`config.mk`:
```
export PLATFORM = sky130hd
export DESIGN_NAME = handshake_const_match_flat
export DESIGN_NICKNAME = d
export VERILOG_FILES = /design/src/rtl/handshake_const_match_pkg.sv /design/src/rtl/handshake_const_match_if.sv /design/src/rtl/handshake_const_match_skid2.sv /design/src/rtl/handshake_const_match.sv /design/src/flat_wrapper.sv
export SDC_FILE = /design/constraint.sdc
export NUM_CORES = 1
export LEC_CHECK = 0
export BUFFER_PORTS_ARGS = -buffer_cell sky130_fd_sc_hd__buf_2
export CORE_MARGIN = 1.5
export CORE_UTILIZATION = 35
export DETAILED_ROUTE_END_ITERATION = 12
export PLACE_DENSITY = 0.64
export REMOVE_ABC_BUFFERS = 1
export SLEW_MARGIN = 20
export SYNTH_ARGS = -nofsm -noshare
export SYNTH_HDL_FRONTEND = slang
export SYNTH_SLANG_ARGS = --single-unit
export TNS_END_PERCENT = 30
```
`constraint.sdc`:
```
create_clock -name i_clk -period 4.5 [get_ports i_clk]
set_input_delay 0.45 -clock i_clk [delete_from_list [all_inputs] [get_ports i_clk]]
set_output_delay 0.45 -clock i_clk [all_outputs]
set_load 0.005 [all_outputs]
```
`src/rtl/handshake_const_match_pkg.sv`:
```
// rtl/handshake_const_match_pkg.sv - shared token widths, constant literal and skid occupancy states
package handshake_const_match_pkg;

  localparam int HS_DATA_WIDTH     = 32;
  localparam int HS_CNT_WIDTH      = 8;
  localparam int HS_CTRL_PAYLOAD_W = 1;
  localparam int HS_SKID_DEPTH     = 2;

  // The producing constant block imports this same literal so both ends agree.
  localparam logic [16:0] HS_CONST_VALUE = 17'h0FA9A;

  typedef enum logic [1:0] {
    OCC_EMPTY = 2'd0,
    OCC_ONE   = 2'd1,
    OCC_FULL  = 2'd2
  } occ_e;

endpackage

```
`src/rtl/handshake_const_match_if.sv`:
```
// rtl/handshake_const_match_if.sv - data-in / control-out token channel bundle
interface handshake_const_match_if
  import handshake_const_match_pkg::*;
#(
  parameter int DATA_WIDTH = HS_DATA_WIDTH,
  parameter int CNT_WIDTH  = HS_CNT_WIDTH
);

  logic [DATA_WIDTH-1:0] ins;
  logic                  ins_valid;
  logic                  ins_ready;
  logic                  ctrl_valid;
  logic                  ctrl_ready;
  logic                  match;
  logic [CNT_WIDTH-1:0]  mismatch_cnt;
  logic                  err_sticky;

  modport master (
    output ins, ins_valid, ctrl_ready,
    input  ins_ready, ctrl_valid, match, mismatch_cnt, err_sticky
  );

  modport slave (
    input  ins, ins_valid, ctrl_ready,
    output ins_ready, ctrl_valid, match, mismatch_cnt, err_sticky
  );

endinterface

```
`src/rtl/handshake_const_match_skid2.sv`:
```
// rtl/handshake_const_match_skid2.sv - 2-slot skid FIFO of 1-bit results, ready from registered occupancy
module handshake_skid2
  import handshake_const_match_pkg::*;
(
  input  logic i_clk,
  input  logic i_rst,
  input  logic i_push_data,
  input  logic i_push_valid,
  output logic o_push_ready,
  output logic o_pop_valid,
  input  logic i_pop_ready,
  output logic o_pop_data
);

  occ_e r_occ;
  occ_e w_occ_nxt;
  logic r_head;
  logic r_tail;
  logic w_head_nxt;
  logic w_tail_nxt;
  logic w_push;
  logic w_pop;

  assign o_push_ready = (r_occ != OCC_FULL);
  assign o_pop_valid  = (r_occ != OCC_EMPTY);
  assign o_pop_data   = r_head;
  assign w_push       = i_push_valid & o_push_ready;
  assign w_pop        = o_pop_valid & i_pop_ready;

  always_ff @(posedge i_clk) begin
    if (i_rst) begin
      r_occ  <= OCC_EMPTY;
      r_head <= 1'b0;
      r_tail <= 1'b0;
    end else begin
      r_occ  <= w_occ_nxt;
      r_head <= w_head_nxt;
      r_tail <= w_tail_nxt;
    end
  end

  always_comb begin
    w_occ_nxt  = r_occ;
    w_head_nxt = r_head;
    w_tail_nxt = r_tail;
    case (r_occ)
      OCC_EMPTY: begin
        if (w_push) begin
          w_occ_nxt  = OCC_ONE;
          w_head_nxt = i_push_data;
        end
      end
      OCC_ONE: begin
        case ({w_push, w_pop})
          2'b10: begin
            w_occ_nxt  = OCC_FULL;
            w_tail_nxt = i_push_data;
          end
          2'b01:   w_occ_nxt  = OCC_EMPTY;
          // Head leaves and the new result takes its place on the same edge.
          2'b11:   w_head_nxt = i_push_data;
          default: w_occ_nxt  = r_occ;
        endcase
      end
      OCC_FULL: begin
        if (w_pop) begin
          w_occ_nxt  = OCC_ONE;
          w_head_nxt = r_tail;
        end
      end
      default: w_occ_nxt = OCC_EMPTY;
    endcase
  end

endmodule

```
`src/rtl/handshake_const_match.sv`:
```
// rtl/handshake_const_match.sv - compares each accepted word to a constant and returns a control token with match flag
module handshake_const_match
  import handshake_const_match_pkg::*;
#(
  parameter int          DATA_WIDTH  = HS_DATA_WIDTH,
  parameter logic [16:0] CONST_VALUE = HS_CONST_VALUE,
  parameter int          CNT_WIDTH   = HS_CNT_WIDTH
) (
  input  logic                    i_clk,
  input  logic                    i_rst,
  handshake_const_match_if.slave  bus
);

  // Zero-extends or truncates the literal to the data word width.
  localparam logic [DATA_WIDTH-1:0] CONST_WORD = DATA_WIDTH'(CONST_VALUE);

  logic                 w_match_in;
  logic                 w_ins_ready;
  logic                 w_push;
  logic [CNT_WIDTH-1:0] r_mismatch_cnt;
  logic                 r_err_sticky;

  assign w_match_in = (bus.ins == CONST_WORD);
  assign w_push     = bus.ins_valid & w_ins_ready;

  handshake_skid2 u_skid (
    .i_clk        (i_clk),
    .i_rst        (i_rst),
    .i_push_data  (w_match_in),
    .i_push_valid (bus.ins_valid),
    .o_push_ready (w_ins_ready),
    .o_pop_valid  (bus.ctrl_valid),
    .i_pop_ready  (bus.ctrl_ready),
    .o_pop_data   (bus.match)
  );

  always_ff @(posedge i_clk) begin
    if (i_rst) begin
      r_mismatch_cnt <= '0;
      r_err_sticky   <= 1'b0;
    end else if (w_push && !w_match_in) begin
      r_err_sticky <= 1'b1;
      if (r_mismatch_cnt != {CNT_WIDTH{1'b1}}) begin
        r_mismatch_cnt <= r_mismatch_cnt + 1'b1;
      end
    end
  end

  assign bus.ins_ready    = w_ins_ready;
  assign bus.mismatch_cnt = r_mismatch_cnt;
  assign bus.err_sticky   = r_err_sticky;

endmodule
```
`src/flat_wrapper.sv`:
```
// flat-port wrapper written by rule: the top's interface ports become plain ports
module handshake_const_match_flat import handshake_const_match_pkg::*;
#(
  parameter int          DATA_WIDTH  = HS_DATA_WIDTH,
  parameter logic [16:0] CONST_VALUE = HS_CONST_VALUE,
  parameter int          CNT_WIDTH   = HS_CNT_WIDTH
)
  (i_clk, i_rst, bus_ins, bus_ins_valid, bus_ctrl_ready, bus_ins_ready, bus_ctrl_valid, bus_match, bus_mismatch_cnt, bus_err_sticky);
  handshake_const_match_if #(.DATA_WIDTH(DATA_WIDTH), .CNT_WIDTH(CNT_WIDTH)) bus_i ();
  input  logic i_clk;
  input  logic i_rst;
  input wire logic [$bits(bus_i.ins)-1:0] bus_ins;
  input wire logic [$bits(bus_i.ins_valid)-1:0] bus_ins_valid;
  input wire logic [$bits(bus_i.ctrl_ready)-1:0] bus_ctrl_ready;
  output wire logic [$bits(bus_i.ins_ready)-1:0] bus_ins_ready;
  output wire logic [$bits(bus_i.ctrl_valid)-1:0] bus_ctrl_valid;
  output wire logic [$bits(bus_i.match)-1:0] bus_match;
  output wire logic [$bits(bus_i.mismatch_cnt)-1:0] bus_mismatch_cnt;
  output wire logic [$bits(bus_i.err_sticky)-1:0] bus_err_sticky;
  assign bus_i.ins = bus_ins;
  assign bus_i.ins_valid = bus_ins_valid;
  assign bus_i.ctrl_ready = bus_ctrl_ready;
  assign bus_ins_ready = bus_i.ins_ready;
  assign bus_ctrl_valid = bus_i.ctrl_valid;
  assign bus_match = bus_i.match;
  assign bus_mismatch_cnt = bus_i.mismatch_cnt;
  assign bus_err_sticky = bus_i.err_sticky;
  handshake_const_match #(.DATA_WIDTH(DATA_WIDTH), .CONST_VALUE(CONST_VALUE), .CNT_WIDTH(CNT_WIDTH)) u_core (.i_clk(i_clk), .i_rst(i_rst), .bus(bus_i));
endmodule
```
# Word-level counts from Yosys, hierarchy flattened
# Cells that the tools add are included.
dict set report totals {
  regBits 13
  output_inout_bits 12
}
dict set report op_classes {
  n_addsub 1
  eq_ne 12
  n_mux 8
  bitwise_logic 2
  reduce_logical 9
}
# operator count
set ops {}
lappend ops {{$eq A32 B16 Y1 const B} 1}
lappend ops {{$add A8 B1 Y8 const B} 1}
lappend ops {{$ne A8 B8 Y1 const B} 1}
lappend ops {{$eq A2 B2 Y1 const B} 3}
lappend ops {{$ne A2 B2 Y1 const B} 3}
lappend ops {{$pmux W2 S3} 1}
lappend ops {{$eq A2 B1 Y1 const B} 2}
lappend ops {{$mux W2} 2}
lappend ops {{$pmux W2 S2} 1}
lappend ops {{$reduce_and A2 Y1} 2}
lappend ops {{$reduce_and A4 Y1} 1}
lappend ops {{$mux W1} 3}
lappend ops {{$ne A3 B2 Y1 const B} 1}
lappend ops {{$pmux W1 S3} 1}
lappend ops {{$reduce_and A3 Y1} 1}
lappend ops {{$reduce_bool A3 Y1} 1}
lappend ops {{$and A1 B1 Y1} 2}
lappend ops {{$logic_not A2 Y1} 1}
lappend ops {{$ne A2 B1 Y1 const B} 1}
lappend ops {{$reduce_bool A2 Y1} 1}
lappend ops {{$logic_and A1 B1 Y1} 1}
lappend ops {{$logic_not A1 Y1} 1}

# Longest topological paths before layout
# Gate-level depths: netlist (run 1).
dict set report logic_depth {
  word_depth 5
  ltp_mapped 6
  mapped_depth_nobuf 5
}

# Cells and area by module
# From an unflattened synthesis (run 1), not the netlist that was laid out.
dict set report unflattened {
  cells_unflattened 93
  hier_area_um2 815.8
}
# module n_inst cells_per_inst area_per_inst_um2 seq_area_each_um2
set modules_own_cells {}
lappend modules_own_cells {handshake_const_match 1 68 581.8 180.2}
lappend modules_own_cells {handshake_skid2 1 25 234.0 80.1}

# Worst setup path after synthesis (run 1)
# OpenSTA, ideal clock, no wires.
dict set report synth_timing {
  path_type {register to register}
  from {register u_core.r_mismatch_cnt[0], in the netlist u_core.bus.mismatch_cnt[0]}
  to {register u_core.r_mismatch_cnt[2], in the netlist u_core.bus.mismatch_cnt[2]}
  setup_ns 0.070
  arrival_ns 1.604
  slack_ns 2.825
  stages_incl_launch_ff 7
  path_buffers 1
  cell_sequence {dfxtp_1 -> ha_1 -> and3_4 -> and3_4 -> buf_6 -> or4_1 -> a21oi_1}
}
dict set report synth_between {
  elab_chain_len 2
  word_cells_on_any_way 3
  cone_classes {1 x add/sub; 1 x eq/ne; 1 x reduce/logical}
}
# element line_no
set synth_rtl {}
lappend synth_rtl {{start, declared} handshake_const_match.sv:20} ;# logic [CNT_WIDTH-1:0] r_mismatch_cnt;
lappend synth_rtl {{start signal, assigned} handshake_const_match.sv:44} ;# r_mismatch_cnt <= r_mismatch_cnt + 1'b1;
lappend synth_rtl {{branches (longest 2 deep; another with $add A8 B1 Y8)} -}
# Parallel ways; which one is timed is not known.
# A chain may end at the register's enable or synchronous reset.

# Worst setup path after layout (run 1)
dict set report layout_timing {
  from {register u_core.u_skid.r_occ[0]}
  to {register u_core.r_mismatch_cnt[5], in the netlist u_core.bus.mismatch_cnt[5]}
}
dict set report layout_between {
  elab_chain_len 4
}
# element line_no
set layout_rtl {}
lappend layout_rtl {{start, declared} handshake_const_match_skid2.sv:15} ;# occ_e r_occ;
lappend layout_rtl {{start signal, assigned} handshake_const_match_skid2.sv:36} ;# r_occ <= w_occ_nxt;
lappend layout_rtl {{$ne A2 B2 Y1} handshake_const_match_skid2.sv:24} ;# assign o_push_ready = (r_occ != OCC_FULL);
lappend layout_rtl {{$and A1 B1 Y1} handshake_const_match.sv:24} ;# assign w_push = bus.ins_valid & w_ins_ready;
lappend layout_rtl {{$logic_and A1 B1 Y1} handshake_const_match.sv:41} ;# end else if (w_push && !w_match_in) begin
lappend layout_rtl {{$reduce_and A2 Y1 (no line)} -}
# No other way between the ends.

==> flow_summary.ini, run 1 <==
[synth]
yosysSeqAreaShare_pct = 34.7
syn_avg_cell_area_sq_um = 8.44
syn_inst = 89
yosys.area.top_type_share_pct = 34.7
netlist_area_sq_um = 751
ys_warn_count = 0
synth.area.top_cells = dfxtp_1, a21oi_1, nand2_1
synth_seq_cells = 13
ys_types = 34
yosysTopAreaCell = dfxtp_1

[pwr]
seqPwrFrac_pct = 52.7
clockPowerShare_pct = 30.9
p_per_area_mw_per_mm2 = 228
power_uw = 232
power_frac_comb_pct = 16.4
p_sw_share_pct = 24.7
internal_power_uw = 175
switchingPower_uw = 57.5
ir_drop_v = 0.0000952
power_leakage_uw = 0.000449

[cts]
cts_setup_buffers = 0
cts_hold_buf = 0
root_buffer = clkbuf_4
numCtsBuffers = 3
cts_tree = built
clock-sinks = 13
insertion_delay_ns = 0.27
clockBufferDepth = 2
cts_resized = 0
path_clk_slew_ns = 0.08
cts-htree-levels = 1

[floorplan]
die_w_um = 49.3
initial_core_util_pct = 37.9
dieHeight_um = 49.3
io_pins = 48
dieArea_sq_mm = 0.00243
core_sq_mm = 0.00198
rows = 16

[worst_setup_path]
cp_slowest_cell = or4_1
worstPathCellList = nand2b_1, and2_1, o21ai_2, or4_1, a21oi_1
critPathBufInv = 0
crit_required_ns = 4.71
path_class = reg -> reg
crit_path_start_kind = flip-flop
timing.critical_path.fanout_max = 7
path_delay_family = simple AND/OR/NAND/NOR gates
max_stage_delay_ns = 0.48
cp_data_arrival_time_ns = 1.98
cp-end-kind = flip-flop

[grt]
grt_pass1_vias = 793
grt-ovfl-total = 0
grt_pass1_wl_mm = 3.13
track_usage_pct = 16.4
grt_max_degree = 12
antenna_found_initial = 0

[final_layout]
drive_gt1_share_pct = 40.4
layout_common_cells = buf_2, dfxtp_1, nand2_1
final_common_cell = buf_2
seq_area_sq_um = 260
diodes = 0
multiInputGateArea_sq_um = 459
area_delta_synth_final_pct = 35.7
fin_nets = 174
fillerInstances = 197
final_area_sq_mm = 0.00102

[sta]
rsz0062_at_grt = false
fmax_mhz = 565
slew_headroom_pct = 57.9
fin_ws_ns = 2.73
post-route-period-util_pct = 39.3
maxSlewViolCount = 0
tightest_slew_ns = 0.629
fin_setup_tns_ns = 0
hold_viol_final = 0
period_minus_slack_ns = 1.77
setup_viol = 0
holdWs_ns = 0.406
clock_skew_ns = 0.000830

[flow_run]
max_cap_violations = 0

[detailed_routing]
drc = 0
num_vias = 900
drt_iter0_markers = 27
drtPass1Iterations = 4
viasPerCell = 5.52
ant_nets = 0
routedWlPerCell_um = 11.7
finalWirelength_mm = 1.91

[place]
gp_congestion = 0.874
portBuffers = 47
post_dp_cell_area_sq_um = 992
dp.final_hpwl_mm = 1.54
preCtsSetupSlack_ns = 2.42

[worst_hold_path]
hold_path_class = in -> reg

[outcome]
status = finished clean
routing by layer:
layer	vias to the layer above	global-route usage, %	wire, um
met4	0	8.10	31
met5	-	0	0
met2	56	28.2	884
met1	404	19.4	800
li1	436	-	-
met3	4	3.07	191
worst paths after layout:
path                                       start                                 endpoint  slack (ns)  cells after the start
max          u_core.u_skid.r_occ[0]$_SDFFE_PP0P_  u_core.bus.mismatch_cnt[5]$_SDFFE_PP0P_        2.73                      5
max reg2reg  u_core.u_skid.r_occ[0]$_SDFFE_PP0P_  u_core.bus.mismatch_cnt[5]$_SDFFE_PP0P_        2.73                      5
min                               bus_ctrl_ready      u_core.u_skid.r_occ[1]$_SDFFE_PP0P_        0.41                      2
min reg2reg   u_core.bus.err_sticky$_SDFFE_PP0P_       u_core.bus.err_sticky$_SDFFE_PP0P_        0.47                      1
stage by stage:
step	std cells	util (%)
6_report	163	51.4
5_1_grt	163	51.4
4_1_cts	163	51.4
3_5_place_dp	159	50.1
3_3_place_gp	159	50.1
2_1_floorplan	85	-
logic make-up after synthesis:
logic type	synth area share [%]
AO/OA/AOI/OAI	23.0
adder cells (fa/ha/maj)	1.67
buffers and inverters	4.17
flip-flops	34.7
multiplexers	2.67
AND/OR/NAND/NOR	33.8
Yosys cell counts, drive strengths merged:
cell,count
nor2,6
nand3b,1
o21a,2
a21oi,7
mux2i,2
o311a,1
o31ai,4
ha,1
o22ai,1
nand2b,1
or3,1
and2,1
dfxtp,13
a211oi,4
o21ba,1
buf,3
and3,4
and4,1
o21ai,5
or4,4
nand2,9
or2,1
nor4,4
clkbuf,1
nor4bb,3
nand4,4
inv,1
o21bai,1
nand3,1
nor2b,1
sequential cells by signal, indices dropped and copies added, names as in the netlist:
register and flops:
u_core.u_skid.o_pop_data 1, u_core.u_skid.r_occ 2, u_core.u_skid.r_tail 1, u_core.bus.err_sticky 1, u_core.bus.mismatch_cnt 8
final cells by class:
class | instances | share of cell area [%]
multi-input combinational | 71 | 45.1
sequential | 13 | 25.6
timing repair buffer | 47 | 23.1
tap | 27 | 3.32
clock buffer | 4 | 2.58
inverter | 1 | 0.369
power by group through the flow:
stage / registers (uW) / clock network (uW) / logic, uW
finish: 123 / 71.8 / 38.1
global route: 124 / 80.3 / 42.7
CTS: 123 / 74.2 / 38.5
detailed placement: 125 / 0 / 38.4
global placement: 125 / 0 / 37.5
floorplan: 125 / 0 / 15.0
(Power assumes the default switching activity.)
==> run 2: changes to the inputs <==
- clock period: 4.5 -> 1.8 ns (I/O delays scaled with it)
==> flow_summary.ini, run 2 (synthesis results as in run 1) <==
[sta]
setup_viol = 0
period_minus_slack_ns = 1.71
fin_ws_ns = 0.0907
fmax_mhz = 585
tightest_slew_ns = 0.257
maxSlewViolCount = 0
fin_setup_tns_ns = 0
clock_skew_ns = 0.00317
hold_viol_final = 0
slew_headroom_pct = 82.7
rsz0062_at_grt = false
post-route-period-util_pct = 95.0

[detailed_routing]
drt_iter0_markers = 15
drtPass1Iterations = 4
ant_nets = 0
routedWlPerCell_um = 11.2
drc = 0
viasPerCell = 5.29
num_vias = 878
finalWirelength_mm = 1.86

[flow_run]
max_cap_violations = 0

[floorplan]
io_pins = 48
dieArea_sq_mm = 0.00243
rows = 16
dieHeight_um = 49.3
die_w_um = 49.3
core_sq_mm = 0.00198
initial_core_util_pct = 37.9

[place]
portBuffers = 47
dp.final_hpwl_mm = 1.53
preCtsSetupSlack_ns = 0.120
placedCellCount = 162
gp_congestion = 0.823

[worst_hold_path]
hold_path_class = in -> reg
min_from = bus_ctrl_ready

[pwr]
power_leakage_uw = 0.000464
p_per_area_mw_per_mm2 = 565
ir_drop_v = 0.000338

[grt]
grt_pass1_vias = 808
grt_pass1_wl_mm = 3.16
track_usage_pct = 16.8
antenna_found_initial = 0
grt-ovfl-total = 0
grt_max_degree = 12

[final_layout]
area_delta_synth_final_pct = 38.7
drive_gt1_share_pct = 41.7
final_cells = 166
seq_area_sq_um = 260
fillerInstances = 184
fin_nets = 177
largest_reg_flops = 8
diodes = 0
final_util_pct = 52.5
multiInputGateArea_sq_um = 459
final_common_cell = buf_2
layout_common_cells = buf_2, dfxtp_1, nand2_1

[cts]
cts_resized = 0
cts_setup_buffers = 0
path_clk_slew_ns = 0.08
cts_hold_buf = 0
cts_tree = built
root_buffer = clkbuf_4
clock-sinks = 13
numCtsBuffers = 3
clockBufferDepth = 2
cts-htree-levels = 1
insertion_delay_ns = 0.28

[outcome]
status = finished clean

[worst_setup_path]
rr_startpoint = u_core.bus.mismatch_cnt[0]$_SDFFE_PP0P_
cp_data_arrival_time_ns = 1.93
crit_path_start_kind = flip-flop
crit_required_ns = 2.02
startpoint = u_core.bus.mismatch_cnt[0]$_SDFFE_PP0P_
path_class = reg -> reg
timing.critical_path.fanout_max = 11
cp-end-kind = flip-flop
[run 2: routing by layer]
layer	up-vias	global-route usage (%)	part of all wire [%]
met5	-	0	0
met4	0	5.71	0.54
met3	2	5.21	9.1
met2	44	29.5	47
met1	384	18.9	43
li1	448	-	-
[run 2: cell type report]
cell class	count	area share, %
sequential	13	25.0
clock buffer	4	2.52
inverter	1	0.361
tap	27	3.25
multi-input combinational	71	44.1
timing repair buffer	50	24.8
[run 2: worst paths after layout]
check,to,slack [ns],depth (start not counted)
worst max-delay path,u_core.bus.mismatch_cnt[5]$_SDFFE_PP0P_,0.09,5
worst min-delay path,u_core.u_skid.r_occ[1]$_SDFFE_PP0P_,0.13,2
worst max register to register,u_core.bus.mismatch_cnt[5]$_SDFFE_PP0P_,0.09,5
worst min register to register,u_core.bus.err_sticky$_SDFFE_PP0P_,0.47,1
[run 2: worst max-delay path, cell delays in order (launching register included)]
cell     delay (ns)
dfxtp_1        0.34
ha_1           0.26
and3_4         0.19
and3_4         0.21
or4_1          0.50
a21oi_1        0.14
[run 2: per-stage QoR]
stage / hold slack [ns] / instance area [sq um] / total power [uW]
after detailed placement: 0.427 / 1010 / 414
final: 0.135 / 1040 / 588
after global placement: 0.425 / 1010 / 411
after floorplan: 0.249 / 723 / 350
after global routing: 0.144 / 1040 / 622
after CTS: 0.119 / 1040 / 600
[run 2: power breakdown]
part           internal, uW  switching [uW]
clock                  86.1            95.9
combinational          57.9            43.4
sequential              298            7.25
total                   441             147
